**config.mk**
```make
export PLATFORM = sky130hd
export DESIGN_NAME = mcp3008_spi_responder_flat
export DESIGN_NICKNAME = d
export VERILOG_FILES = /design/src/rtl/mcp3008_pkg.sv /design/src/rtl/mcp3008_spi_responder_if.sv /design/src/rtl/spi_pin_sync.sv /design/src/rtl/mcp3008_spi_responder.sv /design/src/flat_wrapper.sv
export SDC_FILE = /design/constraint.sdc
export NUM_CORES = 1
export LEC_CHECK = 0
export ABC_AREA = 1
export CORE_MARGIN = 2
export CORE_UTILIZATION = 51
export CTS_CLUSTER_SIZE = 16
export DETAILED_ROUTE_END_ITERATION = 16
export PLACE_DENSITY = 0.82
export SLEW_MARGIN = 5
export SYNTH_ARGS = -nofsm -noshare
export SYNTH_HDL_FRONTEND = slang
export SYNTH_SLANG_ARGS = --single-unit
```
**constraint.sdc**
```tcl
create_clock -name clk -period 2.7 [get_ports clk]
set_clock_uncertainty 0.05 [all_clocks]
set_input_delay 0.675 -clock clk [delete_from_list [all_inputs] [get_ports clk]]
set_output_delay 0.675 -clock clk [all_outputs]
set_load 0.05 [all_outputs]
```
**src/rtl/mcp3008_pkg.sv**
```systemverilog
// Shared types and constants for the MCP3008 SPI responder: FSM state encoding,
// protocol widths and the channel-select helper over the flat sample bus.
package mcp3008_pkg;

    localparam int ADC_BITS = 10;
    localparam int CMD_BITS = 4;
    localparam int NUM_CH   = 8;
    localparam int BUS_W    = ADC_BITS * NUM_CH;

    typedef enum logic [2:0] {
        IDLE,
        WAIT_ST,
        CMD,
        SNAP,
        NULL,
        MSB,
        LSB,
        ZERO
    } state_t;

    // CHk lives at bus[10*k+9 -: 10].
    function automatic logic [ADC_BITS-1:0] ch_sel(input logic [BUS_W-1:0] bus,
                                                   input logic [2:0]       k);
        logic [6:0] base;
        base = 7'(k) * 7'(ADC_BITS);
        return bus[base +: ADC_BITS];
    endfunction

endpackage

```
**src/rtl/mcp3008_spi_responder_if.sv**
```systemverilog
// SPI pin bundle between an MCP3008 master and the responder.
// The master owns sck/cs/mosi; the responder drives miso and its output enable.
interface mcp3008_spi_responder_if;
    logic spi_sck;
    logic spi_cs;
    logic spi_mosi;
    logic spi_miso;
    logic spi_miso_oe;

    modport master (
        output spi_sck,
        output spi_cs,
        output spi_mosi,
        input  spi_miso,
        input  spi_miso_oe
    );

    modport slave (
        input  spi_sck,
        input  spi_cs,
        input  spi_mosi,
        output spi_miso,
        output spi_miso_oe
    );
endinterface

```
**src/rtl/spi_pin_sync.sv**
```systemverilog
// Multi-stage synchronizer for the asynchronous SPI pins plus SCK edge detection
// in the clk domain.
module spi_pin_sync #(
    parameter int SYNC_STAGES = 2
) (
    input  logic clk,
    input  logic rst_n,
    input  logic i_sck,
    input  logic i_cs_n,
    input  logic i_mosi,
    output logic o_sck_rise,
    output logic o_sck_fall,
    output logic o_cs_n_s,
    output logic o_mosi_s
);
    localparam int TOP = SYNC_STAGES - 1;

    logic [TOP:0] r_sck_sync;
    logic [TOP:0] r_cs_sync;
    logic [TOP:0] r_mosi_sync;
    logic         r_sck_d;

    // cs resets to "selected" so a frame already in progress at reset release
    // can never look like a fresh cs-high-then-low sequence.
    always_ff @(posedge clk or negedge rst_n) begin
        if (!rst_n) begin
            r_sck_sync  <= '0;
            r_cs_sync   <= '0;
            r_mosi_sync <= '0;
            r_sck_d     <= 1'b0;
        end else begin
            r_sck_sync  <= {r_sck_sync[TOP-1:0], i_sck};
            r_cs_sync   <= {r_cs_sync[TOP-1:0], i_cs_n};
            r_mosi_sync <= {r_mosi_sync[TOP-1:0], i_mosi};
            r_sck_d     <= r_sck_sync[TOP];
        end
    end

    assign o_sck_rise = r_sck_sync[TOP] & ~r_sck_d;
    assign o_sck_fall = ~r_sck_sync[TOP] & r_sck_d;
    assign o_cs_n_s   = r_cs_sync[TOP];
    assign o_mosi_s   = r_mosi_sync[TOP];

endmodule

```
**src/rtl/mcp3008_spi_responder.sv**
```systemverilog
// SPI mode-0 responder emulating an MCP3008: decodes start/SGL/D2..D0, snapshots
// the selected (or differential) sample and shifts it out MSB-first then LSB-first.
module mcp3008_spi_responder #(
    parameter int SYNC_STAGES = 2,
    parameter int ADC_BITS    = 10
) (
    input  logic                          clk,
    input  logic                          rst_n,
    input  logic [mcp3008_pkg::BUS_W-1:0] i_ch_data,
    mcp3008_spi_responder_if.slave        spi,
    output logic                          o_req_valid,
    output logic [2:0]                    o_req_chan,
    output logic                          o_req_sgl,
    output logic                          o_frame_done,
    output mcp3008_pkg::state_t           o_state
);
    import mcp3008_pkg::*;

    logic w_sck_rise;
    logic w_sck_fall;
    logic w_cs_n_s;
    logic w_mosi_s;

    spi_pin_sync #(
        .SYNC_STAGES (SYNC_STAGES)
    ) u_sync (
        .clk        (clk),
        .rst_n      (rst_n),
        .i_sck      (spi.spi_sck),
        .i_cs_n     (spi.spi_cs),
        .i_mosi     (spi.spi_mosi),
        .o_sck_rise (w_sck_rise),
        .o_sck_fall (w_sck_fall),
        .o_cs_n_s   (w_cs_n_s),
        .o_mosi_s   (w_mosi_s)
    );

    state_t                r_state,      w_state_nxt;
    logic [3:0]            r_bitcnt,     w_bitcnt_nxt;
    logic [CMD_BITS-1:0]   r_cmd,        w_cmd_nxt;
    logic [ADC_BITS-1:0]   r_out_sr,     w_out_sr_nxt;
    logic                  r_miso,       w_miso_nxt;
    logic                  r_oe,         w_oe_nxt;
    logic                  r_req_valid,  w_req_valid_nxt;
    logic [2:0]            r_req_chan,   w_req_chan_nxt;
    logic                  r_req_sgl,    w_req_sgl_nxt;
    logic                  r_frame_done, w_frame_done_nxt;
    logic                  r_armed,      w_armed_nxt;

    // cmd = {SGL, D2, D1, D0}; the pair partner of channel D is D with D0 flipped.
    logic [ADC_BITS-1:0] w_in_pos;
    logic [ADC_BITS-1:0] w_in_neg;
    logic [ADC_BITS:0]   w_diff;
    logic [ADC_BITS-1:0] w_value;

    assign w_in_pos = ch_sel(i_ch_data, r_cmd[2:0]);
    assign w_in_neg = ch_sel(i_ch_data, {r_cmd[2:1], ~r_cmd[0]});
    assign w_diff   = {1'b0, w_in_pos} - {1'b0, w_in_neg};
    assign w_value  = r_cmd[3] ? w_in_pos :
                      (w_diff[ADC_BITS] ? '0 : w_diff[ADC_BITS-1:0]);

    always_ff @(posedge clk or negedge rst_n) begin
        if (!rst_n) begin
            r_state      <= IDLE;
            r_bitcnt     <= '0;
            r_cmd        <= '0;
            r_out_sr     <= '0;
            r_miso       <= 1'b0;
            r_oe         <= 1'b0;
            r_req_valid  <= 1'b0;
            r_req_chan   <= '0;
            r_req_sgl    <= 1'b0;
            r_frame_done <= 1'b0;
            r_armed      <= 1'b0;
        end else begin
            r_state      <= w_state_nxt;
            r_bitcnt     <= w_bitcnt_nxt;
            r_cmd        <= w_cmd_nxt;
            r_out_sr     <= w_out_sr_nxt;
            r_miso       <= w_miso_nxt;
            r_oe         <= w_oe_nxt;
            r_req_valid  <= w_req_valid_nxt;
            r_req_chan   <= w_req_chan_nxt;
            r_req_sgl    <= w_req_sgl_nxt;
            r_frame_done <= w_frame_done_nxt;
            r_armed      <= w_armed_nxt;
        end
    end

    always_comb begin
        w_state_nxt      = r_state;
        w_bitcnt_nxt     = r_bitcnt;
        w_cmd_nxt        = r_cmd;
        w_out_sr_nxt     = r_out_sr;
        w_miso_nxt       = r_miso;
        w_oe_nxt         = r_oe;
        w_req_valid_nxt  = 1'b0;
        w_req_chan_nxt   = r_req_chan;
        w_req_sgl_nxt    = r_req_sgl;
        w_frame_done_nxt = 1'b0;
        w_armed_nxt      = r_armed | w_cs_n_s;

        // Deselect beats every SCK edge, in every state, including SNAP.
        if (w_cs_n_s) begin
            w_state_nxt = IDLE;
            w_oe_nxt    = 1'b0;
            w_miso_nxt  = 1'b0;
        end else begin
            unique case (r_state)
                IDLE: begin
                    if (r_armed) begin
                        w_state_nxt  = WAIT_ST;
                        w_oe_nxt     = 1'b1;
                        w_miso_nxt   = 1'b0;
                        w_cmd_nxt    = '0;
                        w_bitcnt_nxt = '0;
                    end
                end
                WAIT_ST: begin
                    if (w_sck_rise && w_mosi_s) begin
                        w_state_nxt  = CMD;
                        w_bitcnt_nxt = '0;
                    end
                end
                CMD: begin
                    if (w_sck_rise) begin
                        w_cmd_nxt = {r_cmd[CMD_BITS-2:0], w_mosi_s};
                        if (r_bitcnt == 4'(CMD_BITS - 1)) begin
                            w_state_nxt = SNAP;
                        end else begin
                            w_bitcnt_nxt = r_bitcnt + 4'd1;
                        end
                    end
                end
                SNAP: begin
                    // req_valid is a one-cycle strobe with no backpressure;
                    // req_chan/req_sgl hold until the next strobe.
                    w_out_sr_nxt    = w_value;
                    w_req_valid_nxt = 1'b1;
                    w_req_chan_nxt  = r_cmd[2:0];
                    w_req_sgl_nxt   = r_cmd[3];
                    w_state_nxt     = NULL;
                end
                NULL: begin
                    if (w_sck_fall) begin
                        w_miso_nxt   = 1'b0;
                        w_state_nxt  = MSB;
                        w_bitcnt_nxt = 4'(ADC_BITS - 1);
                    end
                end
                MSB: begin
                    if (w_sck_fall) begin
                        w_miso_nxt = r_out_sr[r_bitcnt];
                        if (r_bitcnt == 4'd0) begin
                            w_frame_done_nxt = 1'b1;
                            w_state_nxt      = LSB;
                            w_bitcnt_nxt     = 4'd1;
                        end else begin
                            w_bitcnt_nxt = r_bitcnt - 4'd1;
                        end
                    end
                end
                LSB: begin
                    if (w_sck_fall) begin
                        w_miso_nxt = r_out_sr[r_bitcnt];
                        if (r_bitcnt == 4'(ADC_BITS - 1)) begin
                            w_state_nxt = ZERO;
                        end else begin
                            w_bitcnt_nxt = r_bitcnt + 4'd1;
                        end
                    end
                end
                ZERO: begin
                    if (w_sck_fall) begin
                        w_miso_nxt = 1'b0;
                    end
                end
                default: begin
                    w_state_nxt = IDLE;
                end
            endcase
        end
    end

    assign spi.spi_miso    = r_miso;
    assign spi.spi_miso_oe = r_oe;
    assign o_req_valid     = r_req_valid;
    assign o_req_chan      = r_req_chan;
    assign o_req_sgl       = r_req_sgl;
    assign o_frame_done    = r_frame_done;
    assign o_state         = r_state;

endmodule

```
**src/flat_wrapper.sv**
```systemverilog
// flat-port wrapper written by rule: the top's interface ports become plain ports
module mcp3008_spi_responder_flat import mcp3008_pkg::*;
#(
    parameter int SYNC_STAGES = 2,
    parameter int ADC_BITS    = 10
)
  (clk, rst_n, i_ch_data, o_req_valid, o_req_chan, o_req_sgl, o_frame_done, o_state, spi_spi_sck, spi_spi_cs, spi_spi_mosi, spi_spi_miso, spi_spi_miso_oe);
  mcp3008_spi_responder_if spi_i ();
  input  logic clk;
  input  logic rst_n;
  input  logic [mcp3008_pkg::BUS_W-1:0] i_ch_data;
  output logic o_req_valid;
  output logic [2:0] o_req_chan;
  output logic o_req_sgl;
  output logic o_frame_done;
  output mcp3008_pkg::state_t o_state;
  input wire logic [$bits(spi_i.spi_sck)-1:0] spi_spi_sck;
  input wire logic [$bits(spi_i.spi_cs)-1:0] spi_spi_cs;
  input wire logic [$bits(spi_i.spi_mosi)-1:0] spi_spi_mosi;
  output wire logic [$bits(spi_i.spi_miso)-1:0] spi_spi_miso;
  output wire logic [$bits(spi_i.spi_miso_oe)-1:0] spi_spi_miso_oe;
  assign spi_i.spi_sck = spi_spi_sck;
  assign spi_i.spi_cs = spi_spi_cs;
  assign spi_i.spi_mosi = spi_spi_mosi;
  assign spi_spi_miso = spi_i.spi_miso;
  assign spi_spi_miso_oe = spi_i.spi_miso_oe;
  mcp3008_spi_responder #(.SYNC_STAGES(SYNC_STAGES), .ADC_BITS(ADC_BITS)) u_core (.clk(clk), .rst_n(rst_n), .i_ch_data(i_ch_data), .spi(spi_i), .o_req_valid(o_req_valid), .o_req_chan(o_req_chan), .o_req_sgl(o_req_sgl), .o_frame_done(o_frame_done), .o_state(o_state));
endmodule
```
== Word level (Yosys, flattened, before mapping) ==
Cells that the tools add are included.

* Multiplexer cells: 41
* Multiply operators: 2
* Shift operators: 2
* Bitwise gates (word level): 7
* Add/subtract/negate cells: 3
* Equal/unequal tests: 28
* Reduce and logical (&&, ||, !) cells: 17
* $lt $le $gt $ge: 1
* Div/mod/pow operators: 0

{| class="wikitable"
|+ Operator list
! kind !! count
|-
| 80-bit by 8-bit indexed part select with 10-bit output || 2
|-
| 4-bit 2-to-1 mux || 10
|-
| 3-bit 2-to-1 mux || 10
|-
| 4-bit one-hot mux with 6 select lines || 1
|-
| 3-bit one-hot mux with 7 select lines || 1
|-
| 10-bit 2-to-1 mux || 2
|-
| 10-bit AND reduction || 2
|-
| 3-bit by 2-bit != test with 1-bit output, second input constant || 6
|-
| 1-bit 2-to-1 mux || 14
|-
| 3-bit equality test, second input constant || 4
|-
| 3-bit by 3-bit multiplier with 6-bit output, second input constant || 2
|-
| 10-bit by 10-bit subtractor with 11-bit output || 1
|-
| 2-bit != test, second input constant || 5
|-
| 3-bit != test, second input constant || 3
|-
| 4-bit one-hot mux with 2 select lines || 1
|-
| 4-bit AND reduction || 2
|-
| 8-bit nonzero test || 1
|-
| 3-bit by 2-bit equality test with 1-bit output, second input constant || 2
|-
| 2-bit by 1-bit != test with 1-bit output, second input constant || 3
|-
| 3-bit by 1-bit != test with 1-bit output, second input constant || 2
|-
| 2-bit nonzero test || 3
|-
| 6-bit nonzero test || 1
|-
| 4-bit by 5-bit < comparator with 1-bit output, second input constant || 1
|-
| 4-bit by 1-bit adder with 4-bit output, second input constant || 1
|-
| 15 further kinds || 21
|}

* Bits in registers: 37
* Bits in latches: 0
* ROM bits: 0
* Memory bits (writable): 0
* Logic and storage cells: 116
* Bits of input ports: 85
* Memories: 0
* Output and inout port bits: 11

== Longest topological paths before layout ==
* Depth in word-level cells: 6
* Depth in mapped cells: 19
* Mapped depth without buffers: 17

== By module ==
From an unflattened synthesis, not the netlist that was laid out.

* Cell total of the unflattened synthesis: 648
* Area total of the unflattened synthesis: 3,927.5 um^2

{| class="wikitable"
|+ By module, submodules not included
! module !! instances !! sequential area each (um^2) !! cells an instance !! area an instance (um^2)
|-
| mcp3008_spi_responder || 1 || 750.7 || 637 || 3,737.3
|-
| spi_pin_sync || 1 || 175.2 || 11 || 190.2
|}

== Worst setup path before layout ==
No wires, ideal clock.

* Kind: register to register
* From: register u_core.r_cmd[0]
* To: register u_core.r_out_sr[0]
* Data arrival time: 2.345 ns
* Data required time: 2.526 ns
* Stages on the path, launching flop included: 17
* Clock period less this slack: 2.519 ns
* Buffers on the path: 3
* Setup time: 0.124 ns
* Path slack: 0.181 ns
* Cell sequence: dfrtp_1 buf_4 inv_2 buf_2 buf_2 nor2_1 o21ai_0 o21ai_0 ha_1 a21oi_1 nand2_1 nand2_1 nand3_1 nand2_1 clkinv_1 nand2_1 nand3_1

* Word-level cells in the longest chain between the ends: 6
* Elaborated cells between the ends (all ways): 8
* Classes of those cells: add/sub (1); mul (2); shift (2); mux (2); bitwise (1)

{| class="wikitable"
|+ RTL lines
! element !! line !! RTL
|-
| start, declared || mcp3008_spi_responder.sv:40 || <nowiki>logic [CMD_BITS-1:0] r_cmd, w_cmd_nxt;</nowiki>
|-
| start signal, assigned || mcp3008_spi_responder.sv:78 || <nowiki>r_cmd <= w_cmd_nxt;</nowiki>
|-
| 1-bit inverter || mcp3008_spi_responder.sv:57 || <nowiki>assign w_in_neg = ch_sel(i_ch_data, {r_cmd[2:1], ~r_cmd[0]});</nowiki>
|-
| 3-bit by 3-bit multiplier with 6-bit output || mcp3008_pkg.sv:25 || <nowiki>base = 7'(k) * 7'(ADC_BITS);</nowiki>
|-
| 80-bit by 8-bit indexed part select with 10-bit output || mcp3008_pkg.sv:26 || <nowiki>return bus[base +: ADC_BITS];</nowiki>
|-
| 10-bit by 10-bit subtractor with 11-bit output || mcp3008_spi_responder.sv:58 || <nowiki>assign w_diff = {1'b0, w_in_pos} - {1'b0, w_in_neg};</nowiki>
|-
| 10-bit 2-to-1 mux || mcp3008_spi_responder.sv:60 || <nowiki>(w_diff[ADC_BITS] ? '0 : w_diff[ADC_BITS-1:0]);</nowiki>
|-
| 10-bit 2-to-1 mux (*) || mcp3008_spi_responder.sv:59 || <nowiki>assign w_value = r_cmd[3] ? w_in_pos :</nowiki>
|-
| end signal, assigned || mcp3008_spi_responder.sv:79 || <nowiki>r_out_sr <= w_out_sr_nxt;</nowiki>
|-
| end, declared || mcp3008_spi_responder.sv:41 || <nowiki>logic [ADC_BITS-1:0] r_out_sr, w_out_sr_nxt;</nowiki>
|}

Every way passes the cells marked *; elsewhere a longest branch is shown, timed or not.
A chain may end at the register's enable or synchronous reset.

== Final worst setup path ==
* From: input i_ch_data[20] (netlist bit)
* To: register u_core.r_out_sr[4]

* Word-level cells in the longest chain between the ends: 4
* Elaborated cells between the ends (all ways): 5
* Classes of those cells: add/sub (1); shift (2); mux (2)

{| class="wikitable"
|+ RTL lines
! element !! line !! RTL
|-
| start, declared || flat_wrapper.sv:11 || <nowiki>input logic [mcp3008_pkg::BUS_W-1:0] i_ch_data;</nowiki>
|-
| 80-bit by 8-bit indexed part select with 10-bit output || mcp3008_pkg.sv:26 ||
|-
| 10-bit by 10-bit subtractor with 11-bit output || mcp3008_spi_responder.sv:58 ||
|-
| 10-bit 2-to-1 mux || mcp3008_spi_responder.sv:60 ||
|-
| 10-bit 2-to-1 mux (*) || mcp3008_spi_responder.sv:59 ||
|}

Marked as above.

==> reports/summary.md <==
After floorplanning, the core was divided into 32 placement rows. The number of antenna repair diodes was 0; the setup slack of the worst register-to-register path was 0.11 ns. Internal power comes to 2.47 mW. The mean area per synthesized cell was 6.06 um2. The tools report the final count of negative-setup-slack endpoints as 0. The critical path in this run is classified as input port to register. Across all hold checks on the routed design, the worst slack comes to 0.303 ns.

The die extent in y is 91.8 um, and the share of synthesized area spent on multiplexers is 0. For the clock latency of the later-clocked register in the worst-skew pair, the log shows 0.29 ns. In this run the number of H-tree levels came out at 2.

Among all flip-flop cells after synthesis, the most frequent one is sky130_fd_sc_hd__dfrtp_1. The tools report the startpoint class of the critical path as an input port. The first global-routing pass estimated 20100 um of wire.

The floorplan step set the die width to 91.8 um. The post-place setup slack came out at -0.450 ns. The worst setup path is captured at a register.

For the finished layout, the period the worst path requires is 2.66 ns. The tools report the number of clock sinks seen by CTS as 37. The tools report the part of the total power dissipated in combinational logic as 0.713. The average detailed-routed wire length per instance is 14.6 um, and the share of layout cells above drive strength 1 is 0.167. Fill cells in the final layout number 595. After layout, the design draws a total of 4.58 mW.

Summed over all layers, the global routing overflow is 0. The switching power summed over all nets was 2.12 mW; the number of I/O port buffers was 95. TritonCTS built the clock tree. Power density of the placed cells: 801 nW/um2.

Hold violation count in the final report: 0. The fraction of power spent switching nets was 0.462. The share of the clock period used by the worst path was 0.985; the register bit total from synthesis was 37. Total CTS buffers: 5. For the initial core utilization, the log shows 0.516. The part of the total power dissipated in the clock network is 0.109, and the post-detailed-placement cell area is 5260 um2.

The logs give 0.236 for the sequential element share of the synthesized area and 4970 for the total number of vias. The max-slew violation total from the final report is 0. The final antenna-violating net count was 0; the area of all placed cells without fillers was 5720 um2. The logs give 0 for the number of warnings printed during yosys synthesis and 0 for the hold buffer count at CTS.

Counting every net in the synthesized netlist gives 748. The total global routing track utilization is 0.289, and the violation count after the first detailed-routing iteration is 388. The area share of fa/ha/maj cells after synthesis came out at 0.0497. The worst hold path belongs to the class register to register.

For the largest buffer count on any clock path, the log shows 2. I/O pin total: 96. Counting distinct cell types in the post-synthesis netlist gives 33. The clock input transition at the sequential cells of the worst setup and hold paths came out at 0.07 ns.

The proportion of synthesized flip-flops having asynchronous set or reset was 1.00. After synthesis, the largest family of logic cells by area is simple AND/OR/NAND/NOR gates. At the worst endpoint, the arrival time is 2.83 ns.

After detailed routing, the number of vias per cell comes to 5.65. The run finished with clean final reports. The number of synthesized flops with an enable pin is 0. The tree is rooted in a sky130_fd_sc_hd__clkbuf_8. The placed wire-length estimate came out at 9600 um. The simple-gate portion of the synthesized area came out at 0.326.

STA puts the critical path data required time at 2.87 ns. After routing, the total negative slack on setup checks comes to 0 ns. The logs give 4469 for the via count of the first global-routing pass and 0 for the initial antenna violation count. The run gives 3930 um2 as the post-synthesis instance area. The first TritonRoute pass finished after 6 iterations. At the pin with the least slew margin, the transition time is 0.807 ns. From synthesis to final layout, the design area changed by 45.6%.

The floorplan step defined a core boundary enclosing 7610 um2. The worst voltage drop across the vdd grid was 0.000588 V. At the end of routability-driven placement, the weighted congestion stood at 0.945. Post-synthesis compound-gate area fraction: 0.257. The tools report the number of DRC violations after detailed routing as 0. The largest driver fanout on the critical path works out to 3. Entering global routing, the biggest net connects 64 pins. Across the run, the number of max-cap violations was 0. The floorplan step defined a die boundary enclosing 8420 um2.

Summed over all cells, the static leakage comes to 2.60 nW. The detailed-route wire length is 12800 um, and the instance count of the mapped netlist is 648. The tools report the number of nets in the finished design as 876. The post-route worst setup slack came out at 0.0397 ns. The run gives 0.376 GHz as the highest clock rate. Setup repair after global routing could not meet its margin everywhere.

The relative slew slack is 0.462, and the proportion of power drawn by flip-flops and latches is 0.178. The synthesized-area fraction occupied by xor and xnor cells was 0.00892.
power groups by stage:
stage / registers, mW / clock network (mW) / logic, mW
2_1_floorplan: 0.845 / 0 / 1.65
3_3_place_gp: 0.816 / 0 / 2.66
3_5_place_dp: 0.820 / 0 / 2.69
4_1_cts: 0.810 / 0.503 / 2.72
5_1_grt: 0.831 / 0.522 / 3.57
6_report: 0.814 / 0.499 / 3.27
stage by stage:
stage                     std cells  utilization
after detailed placement        862        0.691
final                           879        0.752
after CTS                       870        0.708
after global placement          862        0.691
after global routing            879        0.752
after floorplan                 648            -
logic make-up after synthesis:
logic type | count (synthesis)
AOI/OAI and AO/OA | 186
buffers and inverters | 114
and+or+nand+nor | 292
xor gates and xnor gates | 4
adders and majority gates | 15
DFF | 37
repair_timing:
item | CTS | global route
resized for setup | 5 | 78
buffers inserted | 0 | 9
setup endpoints to repair | 9 | 10
pin swaps | 0 | 49
layout by cell type (no fill, tap or decap), types with 4 or more instances in the layout:
master and n:
sky130_fd_sc_hd__a21oi_1 51, sky130_fd_sc_hd__a21oi_2 4, sky130_fd_sc_hd__and2_1 5, sky130_fd_sc_hd__buf_12 4
sky130_fd_sc_hd__buf_4 55, sky130_fd_sc_hd__clkbuf_8 6, sky130_fd_sc_hd__clkdlybuf4s50_1 91, sky130_fd_sc_hd__dfrtp_1 36
sky130_fd_sc_hd__ha_1 5, sky130_fd_sc_hd__ha_4 9, sky130_fd_sc_hd__inv_1 71, sky130_fd_sc_hd__inv_2 5
sky130_fd_sc_hd__nand2_1 124, sky130_fd_sc_hd__nand2_2 9, sky130_fd_sc_hd__nand3_1 69, sky130_fd_sc_hd__nand3_2 7
sky130_fd_sc_hd__nand4_1 9, sky130_fd_sc_hd__nor2_1 50, sky130_fd_sc_hd__nor2_2 8, sky130_fd_sc_hd__o211ai_1 26
sky130_fd_sc_hd__o21ai_0 73, sky130_fd_sc_hd__o21ai_1 22, sky130_fd_sc_hd__o21ai_2 5
metal layers:
layer / vias up / track usage / wire length [um]
li1: 2433 / - / -
met1: 2251 / 0.343 / 5060
met2: 246 / 0.536 / 6590
met3: 40 / 0.0296 / 745
met4: 0 / 0.106 / 435
met5: - / 0 / 0
state kept, by name, indices dropped and copies added, names as in the netlist:
register                   flops
u_core.r_out_sr               10
u_core.r_bitcnt                4
u_core.r_cmd                   4
u_core.o_req_chan              3
u_core.o_state                 3
u_core.u_sync.r_cs_sync        2
u_core.u_sync.r_mosi_sync      2
u_core.u_sync.r_sck_sync       2
u_core.o_frame_done            1
u_core.o_req_sgl               1
u_core.o_req_valid             1
u_core.r_armed                 1
u_core.spi.spi_miso            1
u_core.spi.spi_miso_oe         1
u_core.u_sync.r_sck_d          1
worst max-delay path: stages:
cell,delay (ns)
sky130_fd_sc_hd__clkdlybuf4s50_1,0.47
sky130_fd_sc_hd__inv_2,0.04
sky130_fd_sc_hd__a21oi_1,0.15
sky130_fd_sc_hd__o21ai_1,0.10
sky130_fd_sc_hd__nand3_1,0.13
sky130_fd_sc_hd__nand2_2,0.08
sky130_fd_sc_hd__ha_4,0.18
sky130_fd_sc_hd__fa_2,0.37
sky130_fd_sc_hd__inv_2,0.09
sky130_fd_sc_hd__nand3_2,0.08
sky130_fd_sc_hd__nand3_4,0.12
sky130_fd_sc_hd__buf_6,0.11
sky130_fd_sc_hd__xor2_2,0.13
sky130_fd_sc_hd__nand2_1,0.06
sky130_fd_sc_hd__nand3_1,0.06
synthesized netlist by cell type (2+ instances only):
cell type / instances / area, um2
sky130_fd_sc_hd__nand2_1: 134 / 503
sky130_fd_sc_hd__o21ai_0: 97 / 485
sky130_fd_sc_hd__nand3_1: 75 / 375
sky130_fd_sc_hd__inv_1: 74 / 278
sky130_fd_sc_hd__a21oi_1: 56 / 280
sky130_fd_sc_hd__nor2_1: 54 / 203
sky130_fd_sc_hd__dfrtp_1: 37 / 926
sky130_fd_sc_hd__o211ai_1: 26 / 195
sky130_fd_sc_hd__buf_2: 18 / 90.1
sky130_fd_sc_hd__ha_1: 14 / 175
sky130_fd_sc_hd__clkbuf_1: 11 / 41.3
sky130_fd_sc_hd__nand4_1: 9 / 56.3
sky130_fd_sc_hd__and2_1: 8 / 50.1
sky130_fd_sc_hd__nor2_2: 4 / 25.0
sky130_fd_sc_hd__buf_4: 3 / 22.5
sky130_fd_sc_hd__buf_6: 3 / 33.8
sky130_fd_sc_hd__xnor2_1: 3 / 26.3
sky130_fd_sc_hd__clkinv_1: 2 / 7.51
sky130_fd_sc_hd__inv_2: 2 / 7.51
sky130_fd_sc_hd__nand3_2: 2 / 20.0
sky130_fd_sc_hd__nand3b_1: 2 / 15.0
sky130_fd_sc_hd__o21a_1: 2 / 15.0
sky130_fd_sc_hd__o21ai_1: 2 / 10.0
final timing paths:
check / startpoint / cells after the start / to
min in group asynchronous: rst_n / 1 / u_core.r_bitcnt[0]
min reg2reg: u_core.u_sync.r_mosi_sync[0] / 0 / u_core.u_sync.r_mosi_sync[1]
max in group asynchronous: rst_n / 1 / u_core.r_cmd[0]
min: u_core.u_sync.r_mosi_sync[0] / 0 / u_core.u_sync.r_mosi_sync[1]
max: i_ch_data[20] / 15 / u_core.r_out_sr[4]
max reg2reg: u_core.r_cmd[0] / 15 / u_core.r_out_sr[7]
area by class of cell:
cell class,count,area [um2],share of cell area
Timing Repair Buffer,157,1480,0.259
Clock inverter,1,30.0,0.00525
Tap cell,102,128,0.0223
Clock buffer,7,86.3,0.0151
Multi-Input combinational cell,497,2770,0.485
Sequential cell,37,927,0.162
Inverter,78,295,0.0516
(Power assumes the default switching activity.)
